<file path="src/rtl/elevator_motion_ctrl.sv">
// Car motion controller: latches floor calls, runs SCAN up/down travel with a door dwell,
// and publishes movement state, current floor and a refresh strobe for the LCD status page.
module elevator_motion_ctrl #(
    parameter int N_FLOORS    = 4,
    parameter int FLOOR_TICKS = 50_000_000,
    parameter int DOOR_TICKS  = 100_000_000,
    localparam int FW = $clog2(N_FLOORS)
) (
    input  logic                iCLK,
    input  logic                iRST_N,
    input  logic [N_FLOORS-1:0] iCALL,
    output logic [1:0]          oMOVE,
    output logic [FW-1:0]       oFLOOR,
    output logic                oDOOR_OPEN,
    output logic [N_FLOORS-1:0] oPENDING,
    output logic                oUPDATE
);
    localparam int TW = $clog2(FLOOR_TICKS);
    localparam int DW = (DOOR_TICKS > 1) ? $clog2(DOOR_TICKS) : 1;
    localparam logic [TW-1:0] TRAVEL_LAST = TW'(FLOOR_TICKS - 1);
    localparam logic [DW-1:0] DOOR_LAST   = DW'(DOOR_TICKS - 1);

    localparam logic [2:0] S_IDLE   = 3'd0;
    localparam logic [2:0] S_UP     = 3'd1;
    localparam logic [2:0] S_DOWN   = 3'd2;
    localparam logic [2:0] S_ARRIVE = 3'd3;
    localparam logic [2:0] S_DOOR   = 3'd4;

    localparam logic [1:0] MV_STOP = 2'd0;
    localparam logic [1:0] MV_UP   = 2'd1;
    localparam logic [1:0] MV_DOWN = 2'd2;

    logic [2:0]          state, stateNext, decision;
    logic                lastDirUp, lastDirNext, startup;
    logic [TW-1:0]       travelCnt, travelNext;
    logic [DW-1:0]       doorCnt, doorCntNext;
    logic [1:0]          moveNext;
    logic [FW-1:0]       floorNext;
    logic                doorNext;
    logic [N_FLOORS-1:0] floorHot, aboveVec, belowVec, callIn, clr, pendingNext;
    logic                above, below, hereCall, herePending, applyDecision;

    generate
        for (genvar gi = 0; gi < N_FLOORS; gi++) begin : gFloor
            assign floorHot[gi] = (oFLOOR == FW'(gi));
            assign aboveVec[gi] = oPENDING[gi] && (FW'(gi) > oFLOOR);
            assign belowVec[gi] = oPENDING[gi] && (FW'(gi) < oFLOOR);
        end
    endgenerate

    assign above       = |aboveVec;
    assign below       = |belowVec;
    assign herePending = |(oPENDING & floorHot);
    assign hereCall    = |(iCALL & floorHot);

    // A call for the floor whose door is already open just holds the door; it is never latched.
    assign callIn      = (state == S_DOOR) ? (iCALL & ~floorHot) : iCALL;
    assign pendingNext = (oPENDING | callIn) & ~clr;

    // SCAN: keep the last direction while targets remain ahead, otherwise reverse.
    always_comb begin
        decision = S_IDLE;
        if (herePending)
            decision = S_DOOR;
        else if (lastDirUp) begin
            if (above)      decision = S_UP;
            else if (below) decision = S_DOWN;
        end else begin
            if (below)      decision = S_DOWN;
            else if (above) decision = S_UP;
        end
    end

    always_comb begin
        stateNext     = state;
        moveNext      = oMOVE;
        floorNext     = oFLOOR;
        doorNext      = oDOOR_OPEN;
        travelNext    = travelCnt;
        doorCntNext   = doorCnt;
        lastDirNext   = lastDirUp;
        clr           = '0;
        applyDecision = 1'b0;

        case (state)
            S_IDLE, S_ARRIVE: applyDecision = 1'b1;
            S_UP, S_DOWN: begin
                if (travelCnt == TRAVEL_LAST) begin
                    floorNext  = (state == S_UP) ? oFLOOR + 1'b1 : oFLOOR - 1'b1;
                    travelNext = '0;
                    stateNext  = S_ARRIVE;
                end else begin
                    travelNext = travelCnt + 1'b1;
                end
            end
            S_DOOR: begin
                if (hereCall)
                    doorCntNext = '0;
                else if (doorCnt == DOOR_LAST)
                    applyDecision = 1'b1;
                else
                    doorCntNext = doorCnt + 1'b1;
            end
            default: stateNext = S_IDLE;
        endcase

        if (applyDecision) begin
            stateNext = decision;
            case (decision)
                S_DOOR: begin
                    moveNext    = MV_STOP;
                    doorNext    = 1'b1;
                    doorCntNext = '0;
                    clr         = floorHot;
                end
                S_UP: begin
                    moveNext    = MV_UP;
                    doorNext    = 1'b0;
                    travelNext  = '0;
                    lastDirNext = 1'b1;
                end
                S_DOWN: begin
                    moveNext    = MV_DOWN;
                    doorNext    = 1'b0;
                    travelNext  = '0;
                    lastDirNext = 1'b0;
                end
                default: begin
                    moveNext = MV_STOP;
                    doorNext = 1'b0;
                end
            endcase
        end
    end

    always_ff @(posedge iCLK or negedge iRST_N) begin
        if (!iRST_N) begin
            state      <= S_IDLE;
            lastDirUp  <= 1'b1;
            travelCnt  <= '0;
            doorCnt    <= '0;
            startup    <= 1'b1;
            oMOVE      <= MV_STOP;
            oFLOOR     <= '0;
            oDOOR_OPEN <= 1'b0;
            oPENDING   <= '0;
            oUPDATE    <= 1'b0;
        end else begin
            state      <= stateNext;
            lastDirUp  <= lastDirNext;
            travelCnt  <= travelNext;
            doorCnt    <= doorCntNext;
            startup    <= 1'b0;
            oMOVE      <= moveNext;
            oFLOOR     <= floorNext;
            oDOOR_OPEN <= doorNext;
            oPENDING   <= pendingNext;
            // Door-only changes deliberately do not request a redraw.
            oUPDATE    <= startup | (moveNext != oMOVE) | (floorNext != oFLOOR);
        end
    end
endmodule

</file>
<file path="config.mk">
export PLATFORM = sky130hd
export DESIGN_NAME = elevator_motion_ctrl
export DESIGN_NICKNAME = d
export VERILOG_FILES = /design/src/rtl/elevator_motion_ctrl.sv
export SDC_FILE = /design/constraint.sdc
export NUM_CORES = 1
export LEC_CHECK = 0
export CORE_MARGIN = 10
export CORE_UTILIZATION = 30
export CTS_BUF_LIST = sky130_fd_sc_hd__clkbuf_2
export CTS_CLUSTER_DIAMETER = 150
export CTS_CLUSTER_SIZE = 24
export DETAILED_ROUTE_END_ITERATION = 8
export GPL_TIMING_DRIVEN = 0
export PLACE_DENSITY = 0.48
export SYNTH_ARGS = -nofsm -noshare
export SYNTH_HDL_FRONTEND = slang
export SYNTH_SLANG_ARGS = --single-unit
</file>
<file path="constraint.sdc">
create_clock -name iCLK -period 4.2 [get_ports iCLK]
set_input_delay 0.84 -clock iCLK [delete_from_list [all_inputs] [get_ports iCLK]]
set_output_delay 0.84 -clock iCLK [all_outputs]
set_load 0.05 [all_outputs]
</file>
==> key figures, run 1 <==
Timing
  • Setup TNS Final: 0 ns
  • RSZ-0062 raised after global routing: no
  • Setup ws final: 1.439 ns
  • Period utilization: 65.74%
  • Max Fclk: 362.2 MHz
  • Setup violations, final: 0
  • Final Max Tran Viols: 0
  • Post-route minimum period: 2.761 ns
  • Final Hold Violating Endpoints: 0
  • Least-Margin Pin Slew: 0.6728 ns
  • Final clock skew: 0.03498 ns
  • Relative slew slack: 54.73%

CTS
  • Clk sinks: 68
  • Clk_lat worst skew: 0.53 ns
  • Root Buffer: clkbuf_2
  • TritonCTS buffer count: 9
  • H-tree depth: 3
  • Worst-path clk slew: 0.18 ns
  • CTS tree: done
  • Post-CTS sizing: 0
  • Hold Buf Count CTS: 0
  • Clock Path Buffers: 2
  • Setup bufs post-CTS: 0

Synth
  • Multiplexer area fraction after synthesis: 0.5446%
  • Asr flop ratio synth: 100.0%
  • Commonest cells in the netlist: 76 x nor2_1, 66 x dfrtp_1, 29 x nand2_1
  • Main combinational cell family by area after synthesis: simple AND/OR/NAND/NOR gates
  • Post-synth EDFFs: 0
  • Top-count cell post-synth: nor2_1
  • Primary FF master, synth: dfrtp_1
  • Mapped Area: 3676 um2
  • Synth area leader: dfrtp_1
  • XOR/XNOR Fraction of Synth Area: 12.39%
  • Yosys warnings: 0
  • Post-synthesis sequential area ratio: 46.36%
  • Top cells by area, synth: dfrtp_1 45%, nor2_1 7.8%, xnor2_1 6.7%
  • Post-synthesis simple-gate area fraction: 25.94%
  • Post-synthesis register bit count: 68
  • Mapped Cells: 385
  • Synth Area in Adders: 2.723%
  • Synth cell types: 57
  • Mean Syn Cell Area: 9.548 um2
  • Compound-gate portion of the synthesized area: 8.611%
  • Synth Net Count: 399
  • Yosys top cell area share: 44.93%

Hold path
  • Hold WC Path Type: in2async

Critical path
  • RR Startpoint: oFLOOR[0]
  • CP Data Required Time: 3.36 ns
  • CP peak stage delay: 0.86 ns
  • CP endpoint kind: primary output
  • Setup crit start: oFLOOR[1]
  • Critical path type: reg2out
  • RR Endpoint: travelCnt[13]
  • Worst path bufs/invs: 1
  • Critical Path AT: 1.92 ns
  • Reg-to-reg setup timing slack: 1.49 ns
  • Critical path's slowest cell: clkdlybuf4s50_1
  • CP Cell Sequence: clkdlybuf4s50_1
  • Worst setup SP type: flip-flop
  • CP Depth: 1
  • CP endpoint: oFLOOR[1]
  • Family with the most delay on the worst path: buffers and inverters
  • Worst Reg-to-Reg Cells: 10
  • Crit path max fanout: 9

GRT
  • GRT Total Usage: 9.957%
  • Number of global-route vias before repair: 2776
  • First-pass GRT wire length: 13630 um
  • Largest net degree at the start of global routing: 64
  • Initial antenna violation count: 0
  • GRT Residual Overflow: 0

Floorplan
  • Die Span X: 130.7 um
  • Die area: 17080 um2
  • Die span in y: 130.7 um
  • Starting Density: 30.60%
  • I/O pin count: 16
  • Core Rows: 40
  • Core area: 12010 um2

Drt
  • Final wirelength: 7526 um
  • Via density: 4.778
  • Post-route ant nets: 0
  • Vias: 2695
  • DRC violations left: 0
  • DR pass1 iterations: 4
  • Iteration-0 DRC Markers: 146
  • DR WL/cell: 13.34 um

Pwr
  • Seq pwr share: 44.2%
  • Int Pwr: 1032 uW
  • Lkg Pwr: 0.001778 uW
  • Net Sw Frac: 40.08%
  • Sw Pwr: 690.2 uW
  • PD cells: 418.6 nW/um2
  • Combinational share of power: 37.4%
  • VDD IR-drop max: 178.4 uV
  • Clock network fraction of total power: 18.3%

Final layout
  • Util after Layout: 34.25%
  • Synthesis-to-layout area growth: 11.91%
  • Fraction of final layout cells sized beyond drive strength 1: 11.27%
  • Layout Nets: 426
  • N_diodes: 0

Placed design
  • GP Congestion: 0.7643
  • Dpl hpwl: 5263 um
  • PortBufs: 15
  • Pre-CTS setup slack: 1.260 ns

Run
  • Max cap viols: 0

Outcome
  • Status: finished clean
through the flow:
stage | hold WS (ns) | std cells | total power, uW | cell area [um2]
6_report | 0.1013 | 564 | 1722 | 4114
5_1_grt | 0.03133 | 564 | 1865 | 4114
4_1_cts | 0.03884 | 564 | 1762 | 4114
3_5_place_dp | 0.5016 | 548 | 1431 | 4035
3_3_place_gp | 0.4920 | 547 | 1427 | 4010
2_1_floorplan | 0.4773 | 385 | 1249 | 3676
worst min path at each step:
stage,cells after the start,slack (ns),end,from
detailed placement,1,0.50,oMOVE[1],oMOVE[1]
CTS,1,0.04,oMOVE[1],iRST_N
floorplan,2,0.48,lastDirUp,lastDirUp
global placement,2,0.49,lastDirUp,lastDirUp
global route,1,0.03,oMOVE[1],iRST_N
finish,1,0.10,oMOVE[1],iRST_N
sequential cells by signal (all words and copies together) (netlist names):
register    flops
state           3
oPENDING        4
oFLOOR          2
travelCnt      26
oDOOR_OPEN      1
oUPDATE         1
doorCnt        27
lastDirUp       1
startup         1
oMOVE           2
layout by cell type (no fill, tap or decap), drive strengths merged, types with 5 or more instances in the layout:
master         Yosys  final
a21oi             14     14
and3              12     12
buf               10     12
clkbuf             1     14
clkdlybuf4s50      0     14
dfrtp             66     66
ha                 8      8
inv               12     12
nand2             29     29
nand2b             7      7
nand3             22     22
nand4              5      5
nor2              77     77
nor3              15     15
nor4               5      5
o22ai              7      7
xnor2             28     28
xor2              24     24
logic make-up after synthesis:
group	after synthesis
adder cells (fa/ha/maj)	8
AO/OA/AOI/OAI	43
buffers and inverters	23
other	1
flip-flops	68
multiplexers	2
XOR/XNOR	52
AND/OR/NAND/NOR	188
area by class of cell:
| class | count | area, um2 |
|---|---|---|
| inverters | 12 | 45.04 |
| plain buffers | 11 | 77.57 |
| clock buffers | 13 | 65.06 |
| fillers | 1260 | 7898 |
| clock inverters | 3 | 13.76 |
| multi-input cells | 294 | 1849 |
| well taps | 147 | 183.9 |
| repair buffers | 16 | 175.2 |
| flip-flops and latches | 68 | 1704 |
metal layers:
layer  global-route usage [%]  vias up  wire length [um]
li1                         -     1355                 -
met1                    12.64     1303              3661
met3                    2.901        8               262
met5                        0        -                 0
met4                    3.990        0               110
met2                    15.58       29              3492
power by group through the flow:
stage          clock [uW]  combinational [uW]  sequential [uW]
3_5_place_dp            0                 655              776
3_3_place_gp            0                 651              776
2_1_floorplan           0                 417              832
4_1_cts               339                 659              764
6_report              316                 644              762
5_1_grt               366                 725              775
No activity file was read; power rests on OpenSTA's default activity.
==> run 2, diff against run 1 <==
- clock period: 4.2 -> 2.7 ns (I/O delays scaled with it)
==> key figures, run 2 (synthesis results as in run 1) <==
Final layout
  • Synthesis-to-layout area growth: 14.16%
  • Layout Nets: 429
  • Biggest regs: doorCnt: 27 flops, travelCnt: 26 flops, oPENDING: 4 flops
  • Biggest register: doorCnt
  • Most frequent cells in the layout: 76 x nor2_1, 65 x dfrtp_1, 29 x nand2_1
  • Fraction of final layout cells sized beyond drive strength 1: 12.14%
  • N_diodes: 0
  • Max reg flops: 27
  • Util after Layout: 34.94%
  • Commonest non-fill, non-tap cell in the layout: nor2_1

GRT
  • Met3 usage: 3.384%
  • Initial antenna violation count: 0
  • Most crowded layer after global routing: met2
  • Number of global-route vias before repair: 2750
  • Largest net degree at the start of global routing: 44
  • GRT Residual Overflow: 0
  • First-pass GRT wire length: 13700 um
  • Global-route met2 utilization: 15.64%
  • Met1 Usage GRT: 12.72%
  • GRT Total Usage: 10.01%

CTS
  • H-tree depth: 3
  • Clock Path Buffers: 2
  • TritonCTS buffer count: 9
  • Clk sinks: 68
  • CTS tree: done
  • Root Buffer: clkbuf_2
  • Clk_lat worst skew: 0.51 ns
  • Worst-path clk slew: 0.19 ns

Critical path
  • Setup crit start: oFLOOR[1]
  • Crit path max fanout: 10
  • CP Data Required Time: 3.11 ns
  • Critical Path AT: 2.91 ns
  • Worst setup SP type: flip-flop
  • CP endpoint kind: flip-flop
  • Critical path type: reg2reg
  • RR Startpoint: oFLOOR[1]

Run
  • Max cap viols: 0

Drt
  • Post-route ant nets: 0
  • DR WL/cell: 13.46 um
  • Via density: 4.829
  • DR pass1 iterations: 4
  • Final wirelength: 7633 um
  • Vias: 2738
  • Iteration-0 DRC Markers: 157
  • DRC violations left: 0

Placed design
  • Dpl hpwl: 5377 um
  • PortBufs: 15
  • GP Congestion: 0.7676

Floorplan
  • Die Span X: 130.7 um
  • Core Rows: 40
  • Core area: 12010 um2
  • Starting Density: 30.60%
  • Die span in y: 130.7 um
  • Die area: 17080 um2
  • I/O pin count: 16

Timing
  • Setup TNS Final: 0 ns
  • Period utilization: 92.38%
  • Least-Margin Pin Slew: 0.7399 ns
  • Final Max Tran Viols: 0
  • Relative slew slack: 50.22%
  • Max Fclk: 400.9 MHz
  • Final Hold Violating Endpoints: 0
  • RSZ-0062 raised after global routing: no
  • Post-route minimum period: 2.494 ns
  • Final clock skew: 0.02573 ns
  • Setup violations, final: 0

Outcome
  • Status: finished clean

Pwr
  • PD cells: 670.0 nW/um2
  • Lkg Pwr: 0.001800 uW
  • VDD IR-drop max: 254.5 uV

Hold path
  • Hold WC Path Type: in2async
[run 2: timing repair]
item | in CTS | in global routing
setup endpoints to repair | 9 | 45
hold endpoints to repair | 23 | 0
gates resized for setup | 1 | 3
buffers inserted | 0 | 2
hold buffers | 1 | 0
[run 2: layout make-up]
type	count	area, um2
inverter	12	45.04
timing repair buffer	19	200.2
tap	147	183.9
clock inverter	6	55.05
buffer	11	77.57
clock buffer	10	50.05
fill	1245	7815
multi-input combinational	294	1879
sequential	68	1705
[run 2: final timing paths]
path	end	slack [ns]	depth (start not counted)
max reg2reg	travelCnt[14]	0.21	10
max in group asynchronous	doorCnt[12]	1.68	3
min reg2reg	lastDirUp	0.52	2
min in group iCLK	lastDirUp	0.52	2
min	oDOOR_OPEN	0.46	2
max	travelCnt[14]	0.21	10
[run 2: critical path: stages, from the launching register on]
cell,delay [ns]
dfrtp_1,0.55
inv_1,0.14
ha_1,0.29
a22oi_1,0.24
and2_1,0.20
nand3_1,0.10
o2bb2a_4,0.27
a21oi_4,0.21
or2_4,0.19
buf_6,0.14
nor2_1,0.06
[run 2: metrics by stage]
stage | instance area, um2 | total power (uW) | hold slack (ns) | instances | setup slack, ns
finish | 4197 | 2812 | 0.4565 | 567 | 0.2058
global route | 4197 | 3048 | 0.4083 | 567 | 0.04973
CTS | 4163 | 2845 | 0.3937 | 565 | 0.06067
detailed placement | 4036 | 2232 | 0.4878 | 548 | 0.02468
global placement | 4011 | 2218 | 0.4920 | 547 | -1.699
floorplan | 3677 | 1943 | 0.2444 | 385 | 0.06796
[run 2: per-layer routing]
metal  share of wire [%]  vias up
met5                   0        -
met3                 3.5        9
met2                  46       31
met1                  49     1324
li1                    -     1374
met4                 1.3        0
[run 2: report_power, final]
group / switching (uW) / internal, uW / leakage (uW)
registers: 73.4 / 1120 / 0.000907
logic: 656 / 384 / 0.000826
clock network: 370 / 208 / 0.0000668
==> run 3, diff against run 2 <==
- CORE_UTILIZATION: 30 -> 60
- CTS_BUF_LIST: sky130_fd_sc_hd__clkbuf_2 -> unset
- PLACE_DENSITY: 0.48 -> 0.82
==> key figures, run 3 (synthesis results as in run 1) <==
Timing
  • Final Hold Violating Endpoints: 0
  • Setup violations, final: 0
  • Period utilization: 92.70%
  • Final clock skew: 0.01165 ns
  • Least-Margin Pin Slew: 0.8348 ns
  • RSZ-0062 raised after global routing: no
  • Max Fclk: 399.5 MHz
  • Worst Hold Slack: 0.2836 ns
  • Final Max Tran Viols: 0
  • Relative slew slack: 44.35%
  • Post-route minimum period: 2.503 ns

Drt
  • DR WL/cell: 15.09 um
  • M1 WL: 3313 um
  • DRC violations left: 0
  • Top Layer Used: met4
  • Met2 Routed Length: 3686 um
  • DR pass1 iterations: 4
  • Post-route ant nets: 0
  • Iteration-0 DRC Markers: 106
  • Via density: 5.731
  • Final wirelength: 7409 um
  • Met3 routed WL: 311 um
  • Vias: 2814

Critical path
  • Critical path's slowest cell: dfrtp_2
  • Worst setup SP type: flip-flop
  • Critical Path AT: 2.73 ns
  • Critical path type: reg2reg
  • CP Cell Sequence: inv_1 -> ha_1 -> a22o_1 -> a221oi_4 -> nand3_1 -> o2bb2a_4 -> a21oi_4 -> or2_4 -> buf_6 -> nor2_1
  • Worst path bufs/invs: 2
  • Crit path max fanout: 10
  • CP peak stage delay: 0.41 ns
  • Family with the most delay on the worst path: compound AO/OA/AOI/OAI gates
  • CP endpoint kind: flip-flop
  • CP Data Required Time: 2.92 ns

Pwr
  • VDD IR-drop max: 529.3 uV
  • Int Pwr: 2027 uW
  • Sw Pwr: 1125 uW
  • Combinational share of power: 32.1%
  • Seq pwr share: 38.0%
  • PD cells: 756.1 nW/um2
  • Lkg Pwr: 0.001817 uW
  • Clock network fraction of total power: 29.9%
  • Net Sw Frac: 35.68%

CTS
  • H-tree depth: 3
  • Worst-path clk slew: 0.08 ns
  • CTS tree: done
  • Clk sinks: 68
  • Clk_lat worst skew: 0.34 ns
  • TritonCTS buffer count: 9
  • Root Buffer: clkbuf_8
  • Clock Path Buffers: 2

Final layout
  • Synthesis-to-layout area growth: 13.41%
  • Layout Nets: 425
  • Non-filler cells, final: 491
  • Biggest register: doorCnt
  • Fillers: 424
  • N_diodes: 0
  • Commonest non-fill, non-tap cell in the layout: nor2_1
  • Most frequent cells in the layout: 76 x nor2_1, 64 x dfrtp_1, 29 x nand2_1
  • Biggest regs: doorCnt: 27 flops, travelCnt: 26 flops, oPENDING: 4 flops
  • Max reg flops: 27
  • Fraction of final layout cells sized beyond drive strength 1: 12.02%

Hold path
  • Hold WC Path Type: in2async

Placed design
  • DP Cell Count: 475
  • PortBufs: 15
  • GP Congestion: 0.7994
  • Dpl hpwl: 5073 um

Floorplan
  • Starting Density: 62.09%
  • Die Span X: 98.28 um
  • Die span in y: 98.28 um
  • Core Rows: 28
  • Die area: 9658 um2
  • Core area: 5921 um2
  • I/O pin count: 16

Run
  • Max cap viols: 0

GRT
  • Number of global-route vias before repair: 2897
  • First-pass GRT wire length: 12900 um
  • Largest net degree at the start of global routing: 69
  • Initial antenna violation count: 0
  • GRT Residual Overflow: 0
  • GRT Total Usage: 15.64%

Outcome
  • Status: finished clean
==> run 3: changes by cell type in the layout (fill, tap and decap cells not counted), sizes merged <==
cell	before	now
clkinv	4	2
buf	14	11
bufinv	1	2
inv	12	13
dlygate4sd3	1	0
==> run 3: layout make-up <==
cell class / count / area [um2] / area share [%]
multi-input combinational: 294 / 1874 / 44.96
sequential: 68 / 1707 / 40.94
timing repair buffer: 15 / 147.6 / 3.541
clock buffer: 10 / 137.6 / 3.301
tap: 75 / 93.84 / 2.251
clock inverter: 6 / 86.33 / 2.071
buffer: 11 / 77.57 / 1.861
inverter: 12 / 45.04 / 1.080
==> run 3: routing by layer <==
metal / vias up / track usage [%]
met5: - / 0
met4: 0 / 6.064
met3: 9 / 4.651
met2: 63 / 25.84
met1: 1382 / 18.72
li1: 1360 / -
==> run 3: path summary, 6_finish.rpt <==
kind	from	endpoint	slack (ns)	cells after the start
worst max register to register	oFLOOR[0]	travelCnt[13]	0.20	10
worst max-delay path	oFLOOR[0]	travelCnt[13]	0.20	10
worst min register to register	oMOVE[1]	oMOVE[1]	0.51	1
max in group asynchronous	iRST_N	oFLOOR[1]	1.80	1
worst min-delay path	iRST_N	oUPDATE	0.28	1
min in group iCLK	oMOVE[1]	oMOVE[1]	0.51	1
==> run 3: power groups by stage <==
stage | registers [uW] | logic, uW | clock network [uW]
floorplan | 1290 | 649 | 0
global route | 1210 | 1110 | 1010
finish | 1200 | 1010 | 943
detailed placement | 1210 | 987 | 0
global placement | 1200 | 967 | 0
CTS | 1190 | 991 | 951
==> run 3: worst reg2reg max path, delay by kind of cell (launching register included) <==
| kind | cells | cell delay [ns] |
|---|---|---|
| AOI/OAI and AO/OA | 4 | 1.05 |
| adders and majority gates | 1 | 0.28 |
| buffers and inverters | 2 | 0.25 |
| DFF | 1 | 0.41 |
| and+or+nand+nor | 3 | 0.39 |
==> run 3: through the flow <==
stage / total power, uW / setup TNS (ns) / setup WS (ns) / cell area [um2] / utilization [%]
2_1_floorplan: 1943 / 0 / 0.06796 / 3677 / -
3_3_place_gp: 2171 / -76.05 / -1.381 / 3921 / 66.23
3_5_place_dp: 2198 / 0 / 0.05621 / 3919 / 66.19
4_1_cts: 3134 / 0 / 0.03205 / 4143 / 69.97
5_1_grt: 3322 / 0 / 0.006485 / 4169 / 70.41
6_report: 3152 / 0 / 0.1970 / 4169 / 70.41
==> run 3: timing repair <==
| item | CTS | global route |
|---|---|---|
| gates resized for setup | 0 | 4 |
| setup buffers | 0 | 0 |
| setup endpoints to repair | 0 | 21 |
| hold buffers | 0 | 0 |
